### config.mk
export PLATFORM = sky130hd
export DESIGN_NAME = seg7_display_ctrl
export DESIGN_NICKNAME = d
export VERILOG_FILES = /design/src/rtl/seg7_display_ctrl_pkg.sv /design/src/rtl/seg7_display_ctrl_tick_prescaler.sv /design/src/rtl/seg7_display_ctrl.sv
export SDC_FILE = /design/constraint.sdc
export NUM_CORES = 1
export LEC_CHECK = 0
export BUFFER_PORTS_ARGS = -buffer_cell sky130_fd_sc_hd__buf_2
export CAP_MARGIN = 10
export CORE_UTILIZATION = 65
export CTS_CLUSTER_DIAMETER = 120
export DETAILED_ROUTE_END_ITERATION = 16
export PLACE_DENSITY = 0.84
export SETUP_SLACK_MARGIN = 0.5
export SLEW_MARGIN = 25
export SYNTH_ARGS = -nofsm -noshare
export SYNTH_HDL_FRONTEND = slang
export SYNTH_SLANG_ARGS = --single-unit
### constraint.sdc
create_clock -name clk -period 17.9 [get_ports clk]
set_clock_uncertainty 0.2 [all_clocks]
set_input_delay 1.79 -clock clk [delete_from_list [all_inputs] [get_ports clk]]
set_output_delay 1.79 -clock clk [all_outputs]
set_load 0.01 [all_outputs]
### src/rtl/seg7_display_ctrl_pkg.sv
// Shared seven-segment types, bus widths, register map and hex decoder.
package seg7_display_ctrl_pkg;

    localparam int BUS_ADDR_ = 15;
    localparam int BUS_DATA_ = 31;

    typedef struct packed {
        logic a;
        logic b;
        logic c;
        logic d;
        logic e;
        logic f;
        logic g;
        logic p;
    } seg7p_t;

    localparam logic [2:0] SEG_REG_HEX    = 3'd0;
    localparam logic [2:0] SEG_REG_DP     = 3'd1;
    localparam logic [2:0] SEG_REG_BLINK  = 3'd2;
    localparam logic [2:0] SEG_REG_CTRL   = 3'd3;
    localparam logic [2:0] SEG_REG_RAW_LO = 3'd4;
    localparam logic [2:0] SEG_REG_RAW_HI = 3'd5;

    localparam int SEG_CTRL_EN     = 0;
    localparam int SEG_CTRL_RAW    = 1;
    localparam int SEG_CTRL_SCROLL = 2;

    // Active-high segments, p left clear for the caller to fill in.
    function automatic seg7p_t seg7_hex_decode(input logic [3:0] nib);
        logic [6:0] abcdefg;
        case (nib)
            4'h0:    abcdefg = 7'b1111110;
            4'h1:    abcdefg = 7'b0110000;
            4'h2:    abcdefg = 7'b1101101;
            4'h3:    abcdefg = 7'b1111001;
            4'h4:    abcdefg = 7'b0110011;
            4'h5:    abcdefg = 7'b1011011;
            4'h6:    abcdefg = 7'b1011111;
            4'h7:    abcdefg = 7'b1110000;
            4'h8:    abcdefg = 7'b1111111;
            4'h9:    abcdefg = 7'b1111011;
            4'hA:    abcdefg = 7'b1110111;
            4'hB:    abcdefg = 7'b0011111;
            4'hC:    abcdefg = 7'b1001110;
            4'hD:    abcdefg = 7'b0111101;
            4'hE:    abcdefg = 7'b1001111;
            default: abcdefg = 7'b1000111;
        endcase
        return seg7p_t'({abcdefg, 1'b0});
    endfunction

endpackage

### src/rtl/seg7_display_ctrl_tick_prescaler.sv
// Free-running divider: one-cycle tick every DIV enabled cycles; combinational tick.
// Dropping en clears the count so the next enable starts a fresh period.
module tick_prescaler #(
    parameter int DIV = 2
) (
    input  logic clk,
    input  logic rst,
    input  logic en,
    output logic tick
);
    localparam int CW = (DIV > 1) ? $clog2(DIV) : 1;

    logic [CW-1:0] cnt_q;
    logic [CW-1:0] cnt_d;

    always_comb begin
        tick  = en && (cnt_q == CW'(DIV - 1));
        cnt_d = cnt_q + 1'b1;
        if (!en || tick) begin
            cnt_d = '0;
        end
    end

    always_ff @(posedge clk or posedge rst) begin
        if (rst) begin
            cnt_q <= '0;
        end else begin
            cnt_q <= cnt_d;
        end
    end

endmodule

### src/rtl/seg7_display_ctrl.sv
// Bus-mapped seven-segment bank controller with hardware blink and rotate-scroll.
// Access acked one cycle after accept (no wait states); seg registered, one cycle after a write.
module seg7_display_ctrl
    import seg7_display_ctrl_pkg::*;
#(
    parameter int DIGITS     = 6,
    parameter int CLK_HZ     = 50_000_000,
    parameter int BLINK_HZ   = 2,
    parameter int SCROLL_HZ  = 4,
    parameter int ACTIVE_LOW = 1
) (
    input  logic                clk,
    input  logic                rst,
    input  logic [BUS_ADDR_:0]  bus_addr,
    input  logic [BUS_DATA_:0]  bus_wdata,
    input  logic                bus_we,
    input  logic                bus_re,
    output logic [BUS_DATA_:0]  bus_rdata,
    output logic                bus_ack,
    output seg7p_t [DIGITS-1:0] seg
);
    localparam int     DW         = BUS_DATA_ + 1;
    localparam int     HW         = 4 * DIGITS;
    localparam int     RW         = 8 * DIGITS;
    localparam int     OFF_W      = (DIGITS > 1) ? $clog2(DIGITS) : 1;
    localparam int     BLINK_DIV  = CLK_HZ / (2 * BLINK_HZ);
    localparam int     SCROLL_DIV = CLK_HZ / SCROLL_HZ;
    localparam seg7p_t DARK       = (ACTIVE_LOW != 0) ? seg7p_t'(8'hFF) : seg7p_t'(8'h00);

    logic [HW-1:0]     hex_q, hex_d;
    logic [DIGITS-1:0] dp_q, dp_d;
    logic [DIGITS-1:0] blink_q, blink_d;
    logic [2:0]        ctrl_q, ctrl_d;
    logic [RW-1:0]     raw_q, raw_d;
    logic              ack_q, ack_d;
    logic [DW-1:0]     rdata_q, rdata_d;
    logic              phase_q, phase_d;
    logic [OFF_W-1:0]  offset_q, offset_d;
    seg7p_t [DIGITS-1:0] seg_q, seg_d;

    logic [2:0]        reg_idx;
    logic              accept;
    logic              wr;
    logic [DW-1:0]     rd_val;
    logic              en;
    logic              blink_tick;
    logic              scroll_tick;
    logic [HW-1:0]     hex_rot;
    logic [RW-1:0]     raw_rot;
    logic [DIGITS-1:0] dp_rot;
    logic [DIGITS-1:0] blink_rot;
    logic              unused_bits;

    assign unused_bits = ^{bus_addr[BUS_ADDR_:5], bus_addr[1:0], bus_wdata};

    assign en      = ctrl_q[SEG_CTRL_EN];
    assign reg_idx = bus_addr[4:2];
    assign accept  = (bus_we | bus_re) & ~ack_q;
    assign wr      = accept & bus_we;

    tick_prescaler #(.DIV(BLINK_DIV)) u_blink_pre (
        .clk  (clk),
        .rst  (rst),
        .en   (en),
        .tick (blink_tick)
    );

    tick_prescaler #(.DIV(SCROLL_DIV)) u_scroll_pre (
        .clk  (clk),
        .rst  (rst),
        .en   (en & ctrl_q[SEG_CTRL_SCROLL]),
        .tick (scroll_tick)
    );

    // Read mux sees pre-write state, so a combined we+re returns the old value.
    always_comb begin
        rd_val = '0;
        case (reg_idx)
            SEG_REG_HEX:   rd_val = DW'(hex_q);
            SEG_REG_DP:    rd_val = DW'(dp_q);
            SEG_REG_BLINK: rd_val = DW'(blink_q);
            SEG_REG_CTRL:  rd_val = DW'(ctrl_q);
            SEG_REG_RAW_LO: begin
                for (int i = 0; i < DIGITS && i < 4; i++) begin
                    rd_val[8*i +: 8] = raw_q[8*i +: 8];
                end
            end
            SEG_REG_RAW_HI: begin
                for (int i = 4; i < DIGITS; i++) begin
                    rd_val[8*(i-4) +: 8] = raw_q[8*i +: 8];
                end
            end
            default: rd_val = '0;
        endcase
    end

    always_comb begin
        hex_d   = hex_q;
        dp_d    = dp_q;
        blink_d = blink_q;
        ctrl_d  = ctrl_q;
        raw_d   = raw_q;
        ack_d   = accept;
        rdata_d = accept ? rd_val : '0;
        if (wr) begin
            case (reg_idx)
                SEG_REG_HEX:   hex_d   = bus_wdata[HW-1:0];
                SEG_REG_DP:    dp_d    = bus_wdata[DIGITS-1:0];
                SEG_REG_BLINK: blink_d = bus_wdata[DIGITS-1:0];
                SEG_REG_CTRL:  ctrl_d  = bus_wdata[2:0];
                SEG_REG_RAW_LO: begin
                    for (int i = 0; i < DIGITS && i < 4; i++) begin
                        raw_d[8*i +: 8] = bus_wdata[8*i +: 8];
                    end
                end
                SEG_REG_RAW_HI: begin
                    for (int i = 4; i < DIGITS; i++) begin
                        raw_d[8*i +: 8] = bus_wdata[8*(i-4) +: 8];
                    end
                end
                default: ;
            endcase
        end
    end

    always_comb begin
        phase_d = phase_q;
        if (!en) begin
            phase_d = 1'b0;
        end else if (blink_tick) begin
            phase_d = ~phase_q;
        end
        offset_d = offset_q;
        if (scroll_tick) begin
            offset_d = (offset_q == OFF_W'(DIGITS - 1)) ? '0 : offset_q + 1'b1;
        end
        // Turning scroll off through CTRL snaps the display home on the same edge.
        if (wr && (reg_idx == SEG_REG_CTRL) && !bus_wdata[SEG_CTRL_SCROLL]) begin
            offset_d = '0;
        end
    end

    // Rotate every per-digit source field together so blink and DP follow the content.
    always_comb begin
        hex_rot   = HW'({hex_q, hex_q} >> {offset_q, 2'b00});
        raw_rot   = RW'({raw_q, raw_q} >> {offset_q, 3'b000});
        dp_rot    = DIGITS'({dp_q, dp_q} >> offset_q);
        blink_rot = DIGITS'({blink_q, blink_q} >> offset_q);
    end

    always_comb begin
        seg_d = seg_q;
        for (int i = 0; i < DIGITS; i++) begin : g_digit
            seg7p_t s;
            if (ctrl_q[SEG_CTRL_RAW]) begin
                s = seg7p_t'(raw_rot[8*i +: 8]);
            end else begin
                s   = seg7_hex_decode(hex_rot[4*i +: 4]);
                s.p = dp_rot[i];
            end
            if (!en || (blink_rot[i] && phase_q)) begin
                s = '0;
            end
            if (ACTIVE_LOW != 0) begin
                seg_d[i] = seg7p_t'(~s);
            end else begin
                seg_d[i] = s;
            end
        end
    end

    always_ff @(posedge clk or posedge rst) begin
        if (rst) begin
            hex_q    <= '0;
            dp_q     <= '0;
            blink_q  <= '0;
            ctrl_q   <= '0;
            raw_q    <= '0;
            ack_q    <= 1'b0;
            rdata_q  <= '0;
            phase_q  <= 1'b0;
            offset_q <= '0;
            seg_q    <= {DIGITS{DARK}};
        end else begin
            hex_q    <= hex_d;
            dp_q     <= dp_d;
            blink_q  <= blink_d;
            ctrl_q   <= ctrl_d;
            raw_q    <= raw_d;
            ack_q    <= ack_d;
            rdata_q  <= rdata_d;
            phase_q  <= phase_d;
            offset_q <= offset_d;
            seg_q    <= seg_d;
        end
    end

    assign bus_ack   = ack_q;
    assign bus_rdata = rdata_q;
    assign seg       = seg_q;

endmodule

==> impl_metrics.tcl <==
set metrics [dict create \
    status "complete, no violations" \
    grt_antenna_before_repair 0 \
    utilization_pct 72.7 \
    htreeDepth 1 \
    synth.cell_area_sq_um 14400 \
    grt-ovfl-total 0 \
    initial_drt_pass_iterations 5 \
    areaGrowthSynthToFinish_pct 9.84 \
    detail_route.wirelength_mm 38.8 \
    core_sq_um 21800 \
    mappedNetlistNets 1459 \
    final_net_count 1523 \
    crit_fanout 66 \
    cts_made_buffers 24 \
    crit_path_cell_trace "buf_4 -> mux2i_1 -> mux2_2 -> mux2i_1 -> inv_1 -> ha_1 -> and4_1 -> a2111o_1 -> o311ai_1" \
    postCtsSetupBuffers 0 \
    worst_hold_path.num_cells 1 \
    finalCriticalPeriod_ps 4160 \
    timing.slew.headroom_pct 30.5 \
    chipHeight_um 151 \
    timing.critical_path.arrival_ps 4390 \
    ios 133 \
    fin_tns_setup_ps 0 \
    post-dp-hpwl_mm 27.5 \
    synth_ff_type "sky130_fd_sc_hd__dfrtp_1" \
    leakage_nw 6.76 \
    post_detailed_route_count_of_antenna_violating_nets 0 \
    clock-sinks 220 \
    worst_path_most_repeated_cell "sky130_fd_sc_hd__mux2i_1" \
    ys_ff_latch 220 \
    timing.final.setup_violations 0 \
    cellInternalPower_w 0.00141 \
    gpl.final_weighted_congestion 1.01 \
    cpPeakStageDelay_ps 900 \
    port-buffer-count 119 \
    final_hold_viol_count 0 \
    cts_hold_repair.buffers 0 \
    num_rows 54 \
    seq_area_frac_synth_pct 38.5 \
    timing.final.max_slew_violations 0 \
    reg2reg_setup_slack_ps 13740 \
    timing_worst_slew_pin_value_ps 1040 \
    min-delay-path-class "reg -> reg" \
    insertedDiodeCount 0 \
    period_share_pct 23.2 \
    share_of_post_route_cells_with_drive_strength_above_1_pct 27.4 \
    area_of_the_multi_input_gates_sq_um 8210 \
    timing.reg2reg.worst_path_depth 9 \
    sequentialPowerShare_pct 33.2 \
    comb_power_share_pct 45.9 \
    count_of_flip_flops_with_a_built_in_enable_after_synthesis 0 \
    grtUsageTotal_pct 34.9 \
    detail_route.iter0.violations 1167 \
    remaining_drc_errors 0 \
    clock_tree.buffer_depth 3 \
    maxClockFrequency_mhz 240 \
    dpl_cell_area_sq_um 15000 \
    p_sw_w 0.00102 \
    start_to_end_type_of_the_worst_setup_path "reg -> reg" \
    irDropWorstVdd_v 0.0000934 \
    layout.cell_area.non_filler_sq_um 15900 \
    netlist_instances 1369 \
    cts_repair_resize_count 0 \
    synth-warning-count 0 \
    global_route_wire_length_before_repair_mm 61.0 \
    worstSetupStartpointType "register" \
    cts_tree "done" \
    power_frac_clock_pct 20.9 \
    maximum_number_of_pins_on_one_net_before_global_route_repair 142 \
    grt_pass1_vias 11000 \
    die_w_um 151 \
    power_density_nw_per_um2 153 \
    asyncSetResetFlopFracSynth_pct 100 \
    fp.dieArea_sq_um 22800 \
    routed_wire_length_per_instance_um 22.4 \
    clk_lat_worst_skew_ps 550 \
    fillers 1491 \
    floorplan.initialDensity_pct 66.2 \
    critical_path.slowest_cell "sky130_fd_sc_hd__dfrtp_4" \
    route.vias.total 11700 \
    area.sequential_sq_um 5580 \
    path_clk_slew_ps 70 \
    post_synth_num_cell_types 85 \
    required_ps 18130 \
    switching_share_pct 42.1 \
    syn_area_per_cell_sq_um 10.5 \
    cts.root.buffer_cell "sky130_fd_sc_hd__clkbuf_16" \
    rsz0062_at_grt "no" \
    timing.max_cap.violations 0 \
    average_vias_per_placed_instance 6.73 \
    cp-end-kind "register" \
]
[Yosys cell counts (all sizes together), types with 10 or more instances]
library cell / count / area, sq um
nor4: 13 / 81.3
inv: 47 / 176
ha: 38 / 475
nand3: 50 / 260
o311ai: 10 / 87.6
a21oi: 46 / 234
dfstp: 48 / 1260
a31oi: 17 / 113
xor2: 14 / 123
dfrtp: 172 / 4300
xnor2: 29 / 254
o21ai: 31 / 159
buf: 58 / 363
clkbuf: 36 / 135
mux4: 50 / 1130
nor2b: 13 / 81.3
mux2i: 121 / 1210
o211ai: 22 / 165
a211oi: 21 / 158
nand4: 14 / 87.6
and3: 13 / 81.3
nor3: 24 / 120
nor2: 125 / 469
mux2: 122 / 1380
nand2: 95 / 357
[worst max-delay path, delay by kind of cell (launching register included)]
kind	cells	cell delay [ps]
mux	3	1060
buf+inv	2	900
flops	1	900
compound gates	2	480
fa+ha+maj	1	310
simple gates	1	160
[cell usage in the layout, fill, tap and decap left out, types with 21 or more instances in the layout]
master	netlist	layout
sky130_fd_sc_hd__a211oi_1	21	21
sky130_fd_sc_hd__a21oi_1	45	45
sky130_fd_sc_hd__buf_2	26	119
sky130_fd_sc_hd__clkbuf_16	0	25
sky130_fd_sc_hd__dfrtp_1	172	168
sky130_fd_sc_hd__dfstp_2	48	48
sky130_fd_sc_hd__ha_1	38	38
sky130_fd_sc_hd__inv_1	44	43
sky130_fd_sc_hd__mux2_2	103	103
sky130_fd_sc_hd__mux2i_1	121	121
sky130_fd_sc_hd__mux4_2	50	50
sky130_fd_sc_hd__nand2_1	95	94
sky130_fd_sc_hd__nand3_1	48	48
sky130_fd_sc_hd__nor2_1	125	125
sky130_fd_sc_hd__nor3_1	24	24
sky130_fd_sc_hd__o211ai_1	22	22
sky130_fd_sc_hd__o21ai_0	23	23
sky130_fd_sc_hd__xnor2_1	29	29
[stage by stage]
stage                     hold WS [ps]  cells  total power [W]  setup slack, ps
final                              273   1731          0.00243            13740
after global routing               303   1731          0.00256            13560
after CTS                          280   1730          0.00240            13840
after detailed placement           272   1686          0.00189            13560
after global placement             267   1686          0.00186            13560
after floorplan                    248   1369          0.00159             9970
[final timing paths]
kind | startpoint | to
setup / recovery | offset_q[2] | seg[28]
hold / removal | u_scroll_pre.cnt_q[0] | u_scroll_pre.cnt_q[0]
setup reg to reg | offset_q[2] | seg[28]
hold reg to reg | u_scroll_pre.cnt_q[0] | u_scroll_pre.cnt_q[0]
max in group asynchronous | rst | u_blink_pre.cnt_q[21]
min in group asynchronous | rst | raw_q[47]
[power by group through the flow]
stage | Combinational (W) | Clock [W] | Sequential (W)
finish | 0.00111 | 0.000507 | 0.000807
global route | 0.00121 | 0.000533 | 0.000819
CTS | 0.00109 | 0.000513 | 0.000796
detailed placement | 0.00108 | 0 | 0.000804
global placement | 0.00106 | 0 | 0.000795
floorplan | 0.000848 | 0 | 0.000743
[cell families (layout without fill, tap and decap cells)]
| family | count (synthesis) | count (layout) | synth area share, % |
|---|---|---|---|
| multiplexers | 293 | 293 | 25.7 |
| AO/OA/AOI/OAI | 227 | 227 | 11.4 |
| buffers and inverters | 142 | 224 | 4.70 |
| adder cells (fa/ha/maj) | 38 | 38 | 3.29 |
| flip-flops | 220 | 220 | 38.5 |
| XOR/XNOR | 43 | 43 | 2.61 |
| AND/OR/NAND/NOR | 406 | 406 | 13.7 |
[sequential cells by signal, summed over array words and instances (netlist names)]
name,cells
blink_q,6
hex_q,24
u_scroll_pre.cnt_q,24
phase_q,1
bus_rdata,32
raw_q,48
offset_q,3
u_blink_pre.cnt_q,24
dp_q,6
bus_ack,1
ctrl_q,3
seg,48
[routing by layer]
layer,vias to the layer above,GRT usage [%],part of all wire [%]
met5,-,0,0
met3,127,7.77,10
met4,0,17.4,5.6
met1,5717,48.4,39
li1,5206,-,-
met2,606,51.7,45
[cell type report]
cell class | instances | share of cell area (%)
multi-input cells | 1007 | 51.7
flip-flops and latches | 220 | 35.2
clock inverters | 11 | 0.797
inverters | 48 | 1.18
repair buffers | 132 | 4.52
clock buffers | 33 | 4.39
well taps | 280 | 2.21
(Power assumes the default switching activity.)
